### config.mk
export PLATFORM = sky130hd
export DESIGN_NAME = div_clock_monitor_flat
export DESIGN_NICKNAME = d
export VERILOG_FILES = /design/src/rtl/div_clock_monitor_if.sv /design/src/rtl/div_clock_monitor.sv /design/src/flat_wrapper.sv
export SDC_FILE = /design/constraint.sdc
export NUM_CORES = 1
export LEC_CHECK = 0
export ABC_CLOCK_PERIOD_IN_PS = 2180
export BUFFER_PORTS_ARGS = -buffer_cell sky130_fd_sc_hd__clkbuf_2
export CAP_MARGIN = 20
export CORE_UTILIZATION = 30
export CTS_CLUSTER_DIAMETER = 40
export DETAILED_ROUTE_END_ITERATION = 6
export MAX_ROUTING_LAYER = met4
export PLACE_DENSITY_LB_ADDON = 0.08
export SYNTH_ARGS = -nofsm -noshare
export SYNTH_HDL_FRONTEND = slang
export SYNTH_SLANG_ARGS = --single-unit
### constraint.sdc
create_clock -name clk -period 2.18 [get_ports clk]
set_clock_uncertainty 0.1 [all_clocks]
set_input_delay 0.109 -clock clk [delete_from_list [all_inputs] [get_ports clk]]
set_output_delay 0.109 -clock clk [all_outputs]
set_load 0.01 [all_outputs]
### src/rtl/div_clock_monitor_if.sv
// ============================================================================
// Module  : div_clock_monitor_if
// Brief   : Handshake bundle between the divided-clock monitor and its user.
// Rev     : 1.0  initial release
// ============================================================================
`default_nettype none

interface div_clock_monitor_if #(
  parameter int CNT_W = 8
);
  logic             enable;
  logic             div_in;
  logic             clear_err;
  logic             edge_pulse;
  logic [CNT_W-1:0] period;
  logic             period_valid;
  logic             locked;
  logic             error;

  modport master (
    output enable, div_in, clear_err,
    input  edge_pulse, period, period_valid, locked, error
  );

  modport slave (
    input  enable, div_in, clear_err,
    output edge_pulse, period, period_valid, locked, error
  );
endinterface

`default_nettype wire

### src/rtl/div_clock_monitor.sv
// ============================================================================
// Module  : div_clock_monitor
// Brief   : Synchronizes a divided clock, measures its period in clk cycles,
//           tracks lock against EXP_PERIOD +/- TOL and flags sticky errors.
//           Optional duty check: define DIV_CLOCK_MONITOR_DUTY_CHECK_EN.
// Rev     : 1.0  initial release
// ============================================================================
`default_nettype none

module div_clock_monitor #(
  parameter int EXP_PERIOD = 32,
  parameter int TOL        = 1,
  parameter int LOCK_COUNT = 4,
  parameter int CNT_W      = 8
) (
  input  logic                clk,
  input  logic                reset,
  div_clock_monitor_if.slave  mon
);

  localparam logic [1:0] ST_IDLE   = 2'd0;
  localparam logic [1:0] ST_WAIT   = 2'd1;
  localparam logic [1:0] ST_TRACK  = 2'd2;
  localparam logic [1:0] ST_LOCKED = 2'd3;

  localparam int              GOOD_W  = $clog2(LOCK_COUNT + 1);
  localparam logic [CNT_W-1:0] CNT_MAX = {CNT_W{1'b1}};
  localparam logic [CNT_W-1:0] EXP_C   = CNT_W'(EXP_PERIOD);
  localparam logic [CNT_W-1:0] TOL_C   = CNT_W'(TOL);
  localparam logic [GOOD_W-1:0] LOCK_C = GOOD_W'(LOCK_COUNT);

  logic [1:0]        state;
  logic [1:0]        next_state;
  logic              s1;
  logic              s2;
  logic              s3;
  logic              edge_pulse;
  logic [CNT_W-1:0]  cnt;
  logic [CNT_W-1:0]  period_diff;
  logic              period_ok;
  logic              in_tol;
  logic              timeout;
  logic [GOOD_W-1:0] good;
  logic [GOOD_W-1:0] good_inc;
  logic [GOOD_W-1:0] good_next;
  logic              period_load;
  logic              err_set;
  logic              locked;
  logic [CNT_W-1:0]  period_reg;
  logic              period_valid_reg;
  logic              error_reg;

  // Two-flop synchronizer plus one history flop for edge detection
  always_ff @(posedge clk or posedge reset) begin
    if (reset) begin
      s1 <= 1'b0;
      s2 <= 1'b0;
      s3 <= 1'b0;
    end else begin
      s1 <= mon.div_in;
      s2 <= s1;
      s3 <= s2;
    end
  end

  assign edge_pulse = s2 & ~s3;

  // cnt reads P in the edge cycle that closes a period of P cycles
  always_ff @(posedge clk or posedge reset) begin
    if (reset) begin
      cnt <= '0;
    end else if (!mon.enable || state == ST_IDLE) begin
      cnt <= '0;
    end else if (edge_pulse) begin
      cnt <= CNT_W'(1);
    end else if (cnt != CNT_MAX) begin
      cnt <= cnt + 1'b1;
    end
  end

  assign timeout     = (cnt == CNT_MAX);
  assign period_diff = (cnt >= EXP_C) ? (cnt - EXP_C) : (EXP_C - cnt);
  assign period_ok   = (period_diff <= TOL_C);

`ifdef DIV_CLOCK_MONITOR_DUTY_CHECK_EN
  localparam logic [CNT_W-1:0] HALF_C = CNT_W'(EXP_PERIOD / 2);

  logic [CNT_W-1:0] hi_cnt;
  logic [CNT_W-1:0] hi_diff;

  // s2 only rises through an edge, so counting while s2 is high after the
  // reload captures the high time up to the first low sample
  always_ff @(posedge clk or posedge reset) begin
    if (reset) begin
      hi_cnt <= '0;
    end else if (!mon.enable || state == ST_IDLE) begin
      hi_cnt <= '0;
    end else if (edge_pulse) begin
      hi_cnt <= CNT_W'(1);
    end else if (s2 && hi_cnt != CNT_MAX) begin
      hi_cnt <= hi_cnt + 1'b1;
    end
  end

  assign hi_diff = (hi_cnt >= HALF_C) ? (hi_cnt - HALF_C) : (HALF_C - hi_cnt);
  assign in_tol  = period_ok && (hi_diff <= TOL_C);
`else
  assign in_tol  = period_ok;
`endif

  assign good_inc = good + 1'b1;

  always_ff @(posedge clk or posedge reset) begin
    if (reset) begin
      state <= ST_IDLE;
    end else begin
      state <= next_state;
    end
  end

  always_comb begin
    next_state = state;
    if (!mon.enable) begin
      next_state = ST_IDLE;
    end else begin
      case (state)
        ST_IDLE:   next_state = ST_WAIT;
        ST_WAIT:   if (edge_pulse) next_state = ST_TRACK;
        ST_TRACK: begin
          if (edge_pulse) begin
            if (in_tol && good_inc == LOCK_C) next_state = ST_LOCKED;
          end else if (timeout) begin
            next_state = ST_WAIT;
          end
        end
        ST_LOCKED: begin
          if (edge_pulse) begin
            if (!in_tol) next_state = ST_TRACK;
          end else if (timeout) begin
            next_state = ST_WAIT;
          end
        end
        default:   next_state = ST_IDLE;
      endcase
    end
  end

  always_comb begin
    period_load = 1'b0;
    err_set     = 1'b0;
    good_next   = good;
    locked      = (state == ST_LOCKED);
    if (!mon.enable) begin
      good_next = '0;
    end else begin
      case (state)
        ST_IDLE: good_next = '0;
        ST_WAIT: if (edge_pulse) good_next = '0;
        ST_TRACK: begin
          if (edge_pulse) begin
            period_load = 1'b1;
            good_next   = in_tol ? good_inc : '0;
          end else if (timeout) begin
            good_next = '0;
          end
        end
        ST_LOCKED: begin
          if (edge_pulse) begin
            period_load = 1'b1;
            if (!in_tol) begin
              err_set   = 1'b1;
              good_next = '0;
            end
          end else if (timeout) begin
            err_set   = 1'b1;
            good_next = '0;
          end
        end
        default: good_next = '0;
      endcase
    end
  end

  // A new fault wins over a simultaneous clear request
  always_ff @(posedge clk or posedge reset) begin
    if (reset) begin
      good             <= '0;
      period_reg       <= '0;
      period_valid_reg <= 1'b0;
      error_reg        <= 1'b0;
    end else begin
      good             <= good_next;
      period_valid_reg <= period_load;
      if (period_load) period_reg <= cnt;
      if (err_set) begin
        error_reg <= 1'b1;
      end else if (mon.clear_err) begin
        error_reg <= 1'b0;
      end
    end
  end

  assign mon.edge_pulse   = edge_pulse;
  assign mon.period       = period_reg;
  assign mon.period_valid = period_valid_reg;
  assign mon.locked       = locked;
  assign mon.error        = error_reg;

endmodule

`default_nettype wire

### src/flat_wrapper.sv
// flat-port wrapper written by rule: the top's interface ports become plain ports
module div_clock_monitor_flat 
#(
  parameter int EXP_PERIOD = 32,
  parameter int TOL        = 1,
  parameter int LOCK_COUNT = 4,
  parameter int CNT_W      = 8
)
  (clk, reset, mon_enable, mon_div_in, mon_clear_err, mon_edge_pulse, mon_period, mon_period_valid, mon_locked, mon_error);
  div_clock_monitor_if #(.CNT_W(CNT_W)) mon_i ();
  input  logic clk;
  input  logic reset;
  input wire logic [$bits(mon_i.enable)-1:0] mon_enable;
  input wire logic [$bits(mon_i.div_in)-1:0] mon_div_in;
  input wire logic [$bits(mon_i.clear_err)-1:0] mon_clear_err;
  output wire logic [$bits(mon_i.edge_pulse)-1:0] mon_edge_pulse;
  output wire logic [$bits(mon_i.period)-1:0] mon_period;
  output wire logic [$bits(mon_i.period_valid)-1:0] mon_period_valid;
  output wire logic [$bits(mon_i.locked)-1:0] mon_locked;
  output wire logic [$bits(mon_i.error)-1:0] mon_error;
  assign mon_i.enable = mon_enable;
  assign mon_i.div_in = mon_div_in;
  assign mon_i.clear_err = mon_clear_err;
  assign mon_edge_pulse = mon_i.edge_pulse;
  assign mon_period = mon_i.period;
  assign mon_period_valid = mon_i.period_valid;
  assign mon_locked = mon_i.locked;
  assign mon_error = mon_i.error;
  div_clock_monitor #(.EXP_PERIOD(EXP_PERIOD), .TOL(TOL), .LOCK_COUNT(LOCK_COUNT), .CNT_W(CNT_W)) u_core (.clk(clk), .reset(reset), .mon(mon_i));
endmodule
Yosys cells after proc, flatten, opt, wreduce, memory -nomap -nowiden:

Cells that the tools add are included.

* register bits: 26
* input port bits: 5
* output and inout port bits: 12
* logic and storage cells: 65

* add/sub/neg operators: 4
* order comparisons: 2
* eq/ne operators: 9
* multiplexer cells: 30
* bitwise gates (word level): 2
* reduce and logical (&&, ||, !) cells: 9

Operators with widths (number)
* $mux W8: 4
* $mux W3: 7
* $mux W2: 7
* $pmux W3 S4: 1
* $mux W1: 10
* $add A8 B1 Y8 const B: 1
* $eq A8 B8 Y1 const B: 1
* $ge A8 B6 Y1 const B: 1
* $le A8 B1 Y1 const B: 1
* $ne A8 B8 Y1 const B: 1
* $pmux W2 S4: 1
* $sub A6 B8 Y8 const A: 1
* $sub A8 B6 Y8 const B: 1
* $eq A2 B2 Y1 const B: 2
* $ne A4 B3 Y1 const B: 1
* $ne A4 B4 Y1 const B: 1
* $add A3 B1 Y3 const B: 1
* $eq A3 B3 Y1 const B: 1
* $ne A3 B3 Y1 const B: 1
* $reduce_and A3 Y1: 1
* $reduce_bool A3 Y1: 1
* $eq A2 B1 Y1 const B: 1
* $logic_not A2 Y1: 1
* $reduce_and A2 Y1: 1
* 7 further kinds: 7

Logic depth before layout (Yosys ltp):

Gate-level depths: netlist of run 1.

* word-level depth: 8
* mapped depth: 7
* depth with buffers taken out: 7

Worst setup path before layout of run 1:

Ideal clock, no wire load.

* kind: register to register
* start: register u_core.cnt[5]
* end: register u_core.good[0]
* setup time: 0.125 ns
* arrival: 1.660 ns
* data required time: 1.955 ns
* slack: 0.295 ns
* stages on the path, launching flop included: 7
* buffers on the path: 1
* period minus slack after synthesis: 1.885 ns
* cells stage by stage: dfrtp_1 buf_6 or2_4 a311o_1 a22oi_4 o41ai_2 mux2_4

* longest elaborated chain between the ends: 7
* elaborated cells between the ends (all ways): 14
* classes of those cells: add/sub: 2; order compare: 2; eq/ne: 2; mux: 7; reduce/logical: 1

RTL lines
* from (decl): RTL line div_clock_monitor.sv:38 `logic [CNT_W-1:0] cnt;`
* from (signal assigned): RTL line div_clock_monitor.sv:77 `cnt <= cnt + 1'b1;`
* $sub A6 B8 Y8, or another cell as far along: RTL line div_clock_monitor.sv:82 `assign period_diff = (cnt >= EXP_C) ? (cnt - EXP_C) : (EXP_C - cnt);`
* $mux W8: RTL line div_clock_monitor.sv:82
* $le A8 B1 Y1: RTL line div_clock_monitor.sv:83 `assign period_ok = (period_diff <= TOL_C);`
* $mux W3: RTL line div_clock_monitor.sv:162 `good_next = in_tol ? good_inc : '0;`
* $mux W3: RTL line div_clock_monitor.sv:160 `if (edge_pulse) begin`
* $pmux W3 S4: RTL line div_clock_monitor.sv:156 `case (state)`
* $mux W3: RTL line div_clock_monitor.sv:153 `if (!mon.enable) begin`
* to (signal assigned): RTL line div_clock_monitor.sv:192 `good <= good_next;`
* to (decl): RTL line div_clock_monitor.sv:43 `logic [GOOD_W-1:0] good;`

Parallel ways exist; a longest one is shown, timed or not.
A chain may end at the register's enable or synchronous reset.

Final worst setup path of run 1:

* start: register u_core.cnt[1]
* end: register u_core.good[0]

The elaborated chain is that of the path after synthesis.

==> impl_metrics.toml, run 1 <==
[run_status]
run_status = "completed"

[global_route]
grtUsageTotal_pct = 13.09
grt_max_degree = 27
use_met1_pct = 17.07
grt_overflow = 0
antenna_found_initial = 0
met3_usage_pct = 3.752
grt_use_met2_pct = 20.32
busiest_layer = "met2"
grt_pass1_vias = 1006
grt_first_pass_wirelength_um = 5009

[route]
num_vias = 1086
detail_route.iter0.violations = 39
avgViaCountPerCell = 5.246
finalWirelength_um = 2847
first_pass_iters = 4
antenna_left = 0
drc = 0
avgRoutedWirePerCell_um = 13.75

[sta]
min_period_ns = 2.034
drv_slew = 0
hold_viol = 0
tns_ns = 0
setup_ws_ns = 0.1464
fin_crit_sh_pct = 93.29
whs_ns = 0.05213
rsz0062_at_grt = "false"
report.final.setup_viol = 0
fmax_mhz = 491.7
worst_slew_pin_slew_ns = 0.4417
relSlewSlack_pct = 70.56

[floorplan]
fp.dieW_um = 70.29
core_area_sq_um = 4414
die_h_um = 70.29
die_area_sq_um = 4940
row_count = 24
initial_core_util_pct = 31.69
pin_count = 17

[final_layout]
nFillCells = 461
area_growth_pct = 16.55
final_util_pct = 36.93
fin_nets = 169
final_cell_mix = "dfrtp_1, clkbuf_2, o21ai_0"
final_cell_area_sq_um = 1630
layout-drive-gt1-share_pct = 25.16
diodes = 0
final_common_cell = "dfrtp_1"
instances_no_fill = 207

[clock_network]
cts_tree = "done"
clk_pin_slew_worst_paths_ns = 0.09
cts_root_buf = "clkbuf_8"
numCtsBuffers = 3
max-clock-path-buffers = 2
htree_levels = 1
cts.sinks = 26
clk_latency_ns = 0.27

[placed_design]
dp_slack_ns = 0.1367
dp.cells = 200
place_congestion = 0.7518
placed_cell_area_sq_um = 1536
dp_hpwl_um = 2094
port-buffer-count = 16

[critical_path]
arrival_ns = 2.10
cp-startpoint = "u_core.cnt[1]"
crit_type = "register to register"
critPathLaunchType = "register"
worstSetupEndpointType = "register"
crit_required_ns = 2.24
reg2reg_from = "u_core.cnt[1]"
cp_max_fo = 7
rrSetupSlack_ns = 0.15

[flow_run]
cap_violations = 0

[hold_path]
hold_path_class = "input port to register"
min-delay-start = "mon_enable"

[yosys]
synth_edf_count = 0
synth_ff_type = "dfrtp_1"
yosysSeqAreaShare_pct = 46.51
synth-seq-cells = 26
synth_nets = 148
synth_area_per_cell_sq_um = 10.36
synth_warnings = 0
ys_types = 41
netlist_instances = 135
syn-cell-area_sq_um = 1399
ys_async_sr_fraction_pct = 100.0

[power]
powerDensity_nw_per_um2 = 546.7
p_leak_nw = 0.7481
power_mw = 0.8913
ir_drop_uv = 360.8
final cells by class:
cell class / instances / area, sq um / share of cell area, %
Sequential cell: 26 / 650.6 / 39.91
Inverter: 10 / 37.54 / 2.302
Clock buffer: 4 / 55.05 / 3.377
Tap cell: 52 / 65.06 / 3.991
Multi-Input combinational cell: 92 / 681.9 / 41.83
Timing Repair Buffer: 23 / 140.1 / 8.596
timing repair:
| action | in CTS | in global routing |
|---|---|---|
| endpoints found under the hold margin | 28 | 0 |
| endpoints found under the setup margin | 0 | 3 |
| gates resized for setup | 0 | 2 |
| hold buffers | 3 | 0 |
| setup buffers | 0 | 0 |
where the power goes:
group          switching (mW)  internal, mW  total, mW
clock network           0.153         0.162      0.314
logic                  0.0434        0.0290     0.0724
registers              0.0120         0.492      0.504
synth_stat cells (3+ instances only):
cell / n / share of area [%]
dfrtp_1: 26 / 47
o21ai_0: 12 / 4.3
nor2_1: 11 / 3.0
inv_1: 9 / 2.4
ha_1: 8 / 7.2
nand2_1: 8 / 2.1
nand3_1: 6 / 2.1
a21oi_1: 5 / 1.8
mux2_2: 4 / 3.2
a22o_1: 3 / 1.9
buf_2: 3 / 1.1
clkbuf_1: 3 / 0.80
metal layers:
layer	vias to the layer above	wire, um	part of all wire (%)
met3	4	104	3.7
li1	522	-	-
met1	537	1365	48
met4	0	29	1.0
met5	-	0	0
met2	23	1348	47
path summary, 6_finish.rpt:
check	end	cells past startpoint
worst min-delay path	u_core.state[1]	2
worst max register to register	u_core.good[0]	6
max in group asynchronous	u_core.cnt[6]	4
worst min register to register	u_core.s2	0
min in group asynchronous	u_core.s3	4
worst max-delay path	u_core.good[0]	6
worst max-delay path: stages (launching register included):
cell and delay [ns]:
dfrtp_1 0.45, ha_1 0.27, and4_1 0.23, and4_2 0.33
a21o_1 0.19, o41ai_2 0.09, mux2_4 0.27
kinds of logic (layout without fill, tap and decap cells):
group	count (synthesis)	count (layout)	synth area share, %
flip-flops	26	26	46.51
AND/OR/NAND/NOR	41	41	16.46
buffers and inverters	17	37	5.366
adder cells (fa/ha/maj)	8	8	7.156
XOR/XNOR	4	4	2.505
AO/OA/AOI/OAI	34	34	17.71
multiplexers	5	5	4.293
Note: power is estimated with default switching activity, not from simulation.
==> run 2, diff against run 1 <==
--- a/config.mk
+++ b/config.mk
@@ -13,5 +13,5 @@
 export DETAILED_ROUTE_END_ITERATION = 6
 export MAX_ROUTING_LAYER = met4
-export PLACE_DENSITY_LB_ADDON = 0.08
+export PLACE_DENSITY_LB_ADDON = 0.2
 export SYNTH_ARGS = -nofsm -noshare
 export SYNTH_HDL_FRONTEND = slang
--- a/constraint.sdc
+++ b/constraint.sdc
@@ -3,3 +3,3 @@
 set_input_delay 0.109 -clock clk [delete_from_list [all_inputs] [get_ports clk]]
 set_output_delay 0.109 -clock clk [all_outputs]
-set_load 0.01 [all_outputs]
+set_load 0.02 [all_outputs]
==> impl_metrics.toml, run 2 (synthesis results as in run 1) <==
[power]
clkPwrFrac_pct = 31.7
power_switching_mw = 0.2040
powerDensity_nw_per_um2 = 529.2
switching_share_pct = 24.07
seqPwrFrac_pct = 59.7
p_leak_nw = 0.7308
ir_drop_uv = 353.7
combPwrFrac_pct = 8.7
p_int_mw = 0.6435

[sta]
worst_slew_pin_slew_ns = 0.4170
tns_ns = 0
hold_viol = 0
relSlewSlack_pct = 72.20
fmax_mhz = 487.0
report.final.setup_viol = 0
fin_crit_sh_pct = 94.20
rsz0062_at_grt = "false"
drv_slew = 0
min_period_ns = 2.053

[clock_network]
max-clock-path-buffers = 2
cts_setup_buffers = 0
cts_tree = "done"
cts.sinks = 26
htree_levels = 1
clk_pin_slew_worst_paths_ns = 0.09
clk_latency_ns = 0.27
numCtsBuffers = 3
cts_root_buf = "clkbuf_8"

[floorplan]
core_area_sq_um = 4414
die_h_um = 70.29
row_count = 24
pin_count = 17
die_area_sq_um = 4940
initial_core_util_pct = 31.69
fp.dieW_um = 70.29

[final_layout]
instances_no_fill = 205
layout-drive-gt1-share_pct = 23.53
final_common_cell = "dfrtp_1"
diodes = 0
area_growth_pct = 14.49
final_cell_mix = "dfrtp_1, clkbuf_2, o21ai_0"
nFillCells = 457
fin_nets = 168

[critical_path]
critPathLaunchType = "register"
rrSetupSlack_ns = 0.13
crit_type = "register to register"
cp_max_fo = 7
path_delay_family = "simple AND/OR/NAND/NOR gates"
worstReg2RegEnd = "u_core.good[0]"
crit_required_ns = 2.23
arrival_ns = 2.11
max_stage_delay_ns = 0.46
worstSetupEndpointType = "register"
reg2reg_from = "u_core.cnt[1]"
critPathBufInv = 0
slowest_stage = "dfrtp_1"
rr_worst_depth = 6
path_cells = "ha_1 > and4_1 > and4_2 > a21o_1 > o41ai_2 > mux2_4"

[global_route]
grt_first_pass_wirelength_um = 4836
grt_overflow = 0
grtUsageTotal_pct = 12.59
grt_use_met2_pct = 21.27
busiest_layer = "met2"
grt_max_degree = 21
antenna_found_initial = 0
met3_usage_pct = 3.463
grt_pass1_vias = 1039
use_met1_pct = 15.49

[route]
antenna_left = 0
avgViaCountPerCell = 5.015
drc = 0
avgRoutedWirePerCell_um = 13.87
detail_route.iter0.violations = 35
num_vias = 1028
finalWirelength_um = 2844
first_pass_iters = 5

[hold_path]
hold_path_class = "input port to register"
holdPathEnd = "u_core.state[1]"
min-delay-start = "mon_enable"
whs_path_depth = 2

[run_status]
run_status = "completed"

[placed_design]
dp.cells = 199
port-buffer-count = 16
place_congestion = 0.8066
dp_hpwl_um = 2121

[flow_run]
cap_violations = 0
-- run 2: cell types whose count changed in the layout (fill, tap and decap cells not counted) --
cell / change
clkbuf_8: -1
buf_4: -1
o41ai_1: +1
o41ai_2: -1
-- run 2: cell type report --
| type | instances | area, sq um | area share, % |
|---|---|---|---|
| tap | 52 | 65.06 | 4.062 |
| sequential | 26 | 650.6 | 40.62 |
| multi-input combinational | 92 | 674.4 | 42.11 |
| clock buffer | 3 | 41.29 | 2.578 |
| inverter | 10 | 37.54 | 2.344 |
| timing repair buffer | 22 | 132.6 | 8.281 |
-- run 2: how the worst max path moves through the flow --
stage                   from         endpoint  slack (ns)  cells after the start
2_1_floorplan  u_core.cnt[5]   u_core.good[0]        0.29                      6
3_3_place_gp   u_core.cnt[1]   u_core.good[0]        0.19                      6
3_5_place_dp   u_core.cnt[1]   u_core.good[0]        0.13                      6
4_1_cts        u_core.cnt[1]   u_core.good[0]        0.12                      6
5_1_grt        u_core.cnt[1]  u_core.state[0]        0.04                      6
6_report       u_core.cnt[1]   u_core.good[0]        0.13                      6
-- run 2: power groups by stage --
stage | logic [mW] | registers, mW | clock network, mW
final | 0.0734 | 0.506 | 0.269
after detailed placement | 0.0703 | 0.515 | 0
after CTS | 0.0748 | 0.505 | 0.284
after floorplan | 0.0498 | 0.512 | 0
after global placement | 0.0688 | 0.514 | 0
after global routing | 0.0829 | 0.508 | 0.306
-- run 2: metrics by stage --
step	total power, mW	setup slack (ns)	util [%]	hold WS (ns)	instance area [sq um]
floorplan	0.5616	0.2948	-	0.04043	1399
global placement	0.5826	0.1872	34.64	-0.08161	1529
detailed placement	0.5849	0.1266	34.64	-0.07459	1529
CTS	0.8640	0.1155	36.25	0.03593	1600
global route	0.8971	0.04059	36.28	0.04607	1602
finish	0.8475	0.1265	36.28	0.04445	1602
-- run 2: metal layers --
| layer | part of all wire [%] | wire (um) |
|---|---|---|
| met1 | 50 | 1418 |
| met2 | 46 | 1319 |
| met3 | 3.3 | 93 |
| met4 | 0.46 | 13 |
| met5 | 0 | 0 |
-- run 2: timing repair --
action | CTS | global route
hold buffers | 3 | 0
resized for setup | 0 | 1
setup endpoints to repair | 0 | 1
hold endpoints to repair | 28 | 0
==> run 3, diff against run 2 <==
CORE_ASPECT_RATIO = 1.2   (was unset)
==> impl_metrics.toml, run 3 (synthesis results as in run 1) <==
[floorplan]
core_area_sq_um = 4359
die_h_um = 76.80
die_area_sq_um = 4941
initial_core_util_pct = 32.09
fp.dieW_um = 64.34
row_count = 26
pin_count = 17

[sta]
tns_ns = 0
drv_slew = 0
hold_viol = 0
worst_slew_pin_slew_ns = 0.4102
relSlewSlack_pct = 72.65
fmax_mhz = 484.2
min_period_ns = 2.065
fin_crit_sh_pct = 94.73
report.final.setup_viol = 0
rsz0062_at_grt = "false"

[critical_path]
path_cells = "ha_1 > and4_1 > and4_1 > a21o_1 > o41ai_2 > mux2_4"
crit_required_ns = 2.25
cp_max_fo = 7
critPathLaunchType = "register"
worstSetupEndpointType = "register"
critPathBufInv = 0
slowest_stage = "dfrtp_1"
path_delay_family = "simple AND/OR/NAND/NOR gates"
path_common_cell = "and4_1"
crit_type = "register to register"
max_stage_delay_ns = 0.47
arrival_ns = 2.14

[route]
antenna_left = 0
detail_route.iter0.violations = 23
avgViaCountPerCell = 5.043
first_pass_iters = 4
num_vias = 1064
avgRoutedWirePerCell_um = 13.23
finalWirelength_um = 2791
drc = 0

[global_route]
antenna_found_initial = 0
grt_pass1_vias = 1093
grtUsageTotal_pct = 13.34
grt_max_degree = 27
grt_overflow = 0
grt_first_pass_wirelength_um = 4968

[final_layout]
final_cell_mix = "dfrtp_1, clkbuf_2, o21ai_0"
area_growth_pct = 17.44
multi_input_area_sq_um = 673.1
nFillCells = 461
diodes = 0
regArea_sq_um = 650.6
fin_nets = 169
final_cell_area_sq_um = 1643
final_common_cell = "dfrtp_1"
layout-drive-gt1-share_pct = 23.87

[clock_network]
cts.sinks = 26
cts_setup_buffers = 0
clk_pin_slew_worst_paths_ns = 0.09
cts_tree = "done"
htree_levels = 1
cts_root_buf = "clkbuf_8"
clk_latency_ns = 0.28
max-clock-path-buffers = 2
numCtsBuffers = 3

[hold_path]
hold_path_class = "input port to register"

[placed_design]
port-buffer-count = 16
dp_hpwl_um = 2045
placed_cell_area_sq_um = 1541
place_congestion = 0.9030

[power]
powerDensity_nw_per_um2 = 600.3
p_leak_nw = 0.7492
ir_drop_uv = 248.3
power_mw = 0.9862

[flow_run]
cap_violations = 0

[run_status]
run_status = "completed"
## run 3: changes by cell type in the layout (fill, tap and decap cells not counted), sizes merged
cell    previous run  this run
buf                3         4
bufinv             0         1
## run 3: worst reg2reg max path, delay by kind of cell (launching register included)
kind / cells / cell delay [ns]
AO/OA/AOI/OAI: 2 / 0.28
adder cells (fa/ha/maj): 1 / 0.26
flip-flops: 1 / 0.47
multiplexers: 1 / 0.26
AND/OR/NAND/NOR: 2 / 0.59
## run 3: where the power goes
part           internal (mW)  switching [mW]  total [mW]
Combinational         0.0288          0.0469      0.0757
Clock                  0.246           0.160       0.406
Sequential             0.492          0.0119       0.504
## run 3: per-stage QoR
step / hold WS (ns) / util [%] / instances / setup WS (ns)
2_1_floorplan: 0.04043 / - / 135 / 0.2948
3_3_place_gp: 0.06191 / 35.36 / 204 / 0.1886
3_5_place_dp: 0.06525 / 35.36 / 204 / 0.1511
4_1_cts: 0.03569 / 37.69 / 211 / 0.1257
5_1_grt: 0.05169 / 37.69 / 211 / 0.005313
6_report: 0.03791 / 37.69 / 211 / 0.1149
## run 3: cell type report
cell class | count | share of cell area, %
Clock buffer | 3 | 2.513
Clock inverter | 1 | 1.828
Inverter | 10 | 2.285
Multi-Input combinational cell | 92 | 40.97
Sequential cell | 26 | 39.60
Tap cell | 56 | 4.265
Timing Repair Buffer | 23 | 8.530
## run 3: metal layers
metal,track usage [%],routed length (um)
met1,15.41,1243
met4,6.444,59
met5,-,0
met2,21.47,1371
met3,3.125,116
## run 3: what timing repair did
action,4_1_cts,5_1_grt
gates resized for setup,0,0
endpoints found under the hold margin,28,0
hold buffers,3,0
## run 3: worst paths after layout
check	start	end	slack, ns	cells past startpoint
max in group asynchronous	reset	u_core.mon.period[1]	1.43	4
worst max register to register	u_core.cnt[1]	u_core.good[0]	0.11	6
worst min-delay path	mon_enable	u_core.state[1]	0.04	2
worst min register to register	u_core.s1	u_core.s2	0.26	0
worst max-delay path	u_core.cnt[1]	u_core.good[0]	0.11	6
min in group asynchronous	reset	u_core.s2	0.30	4
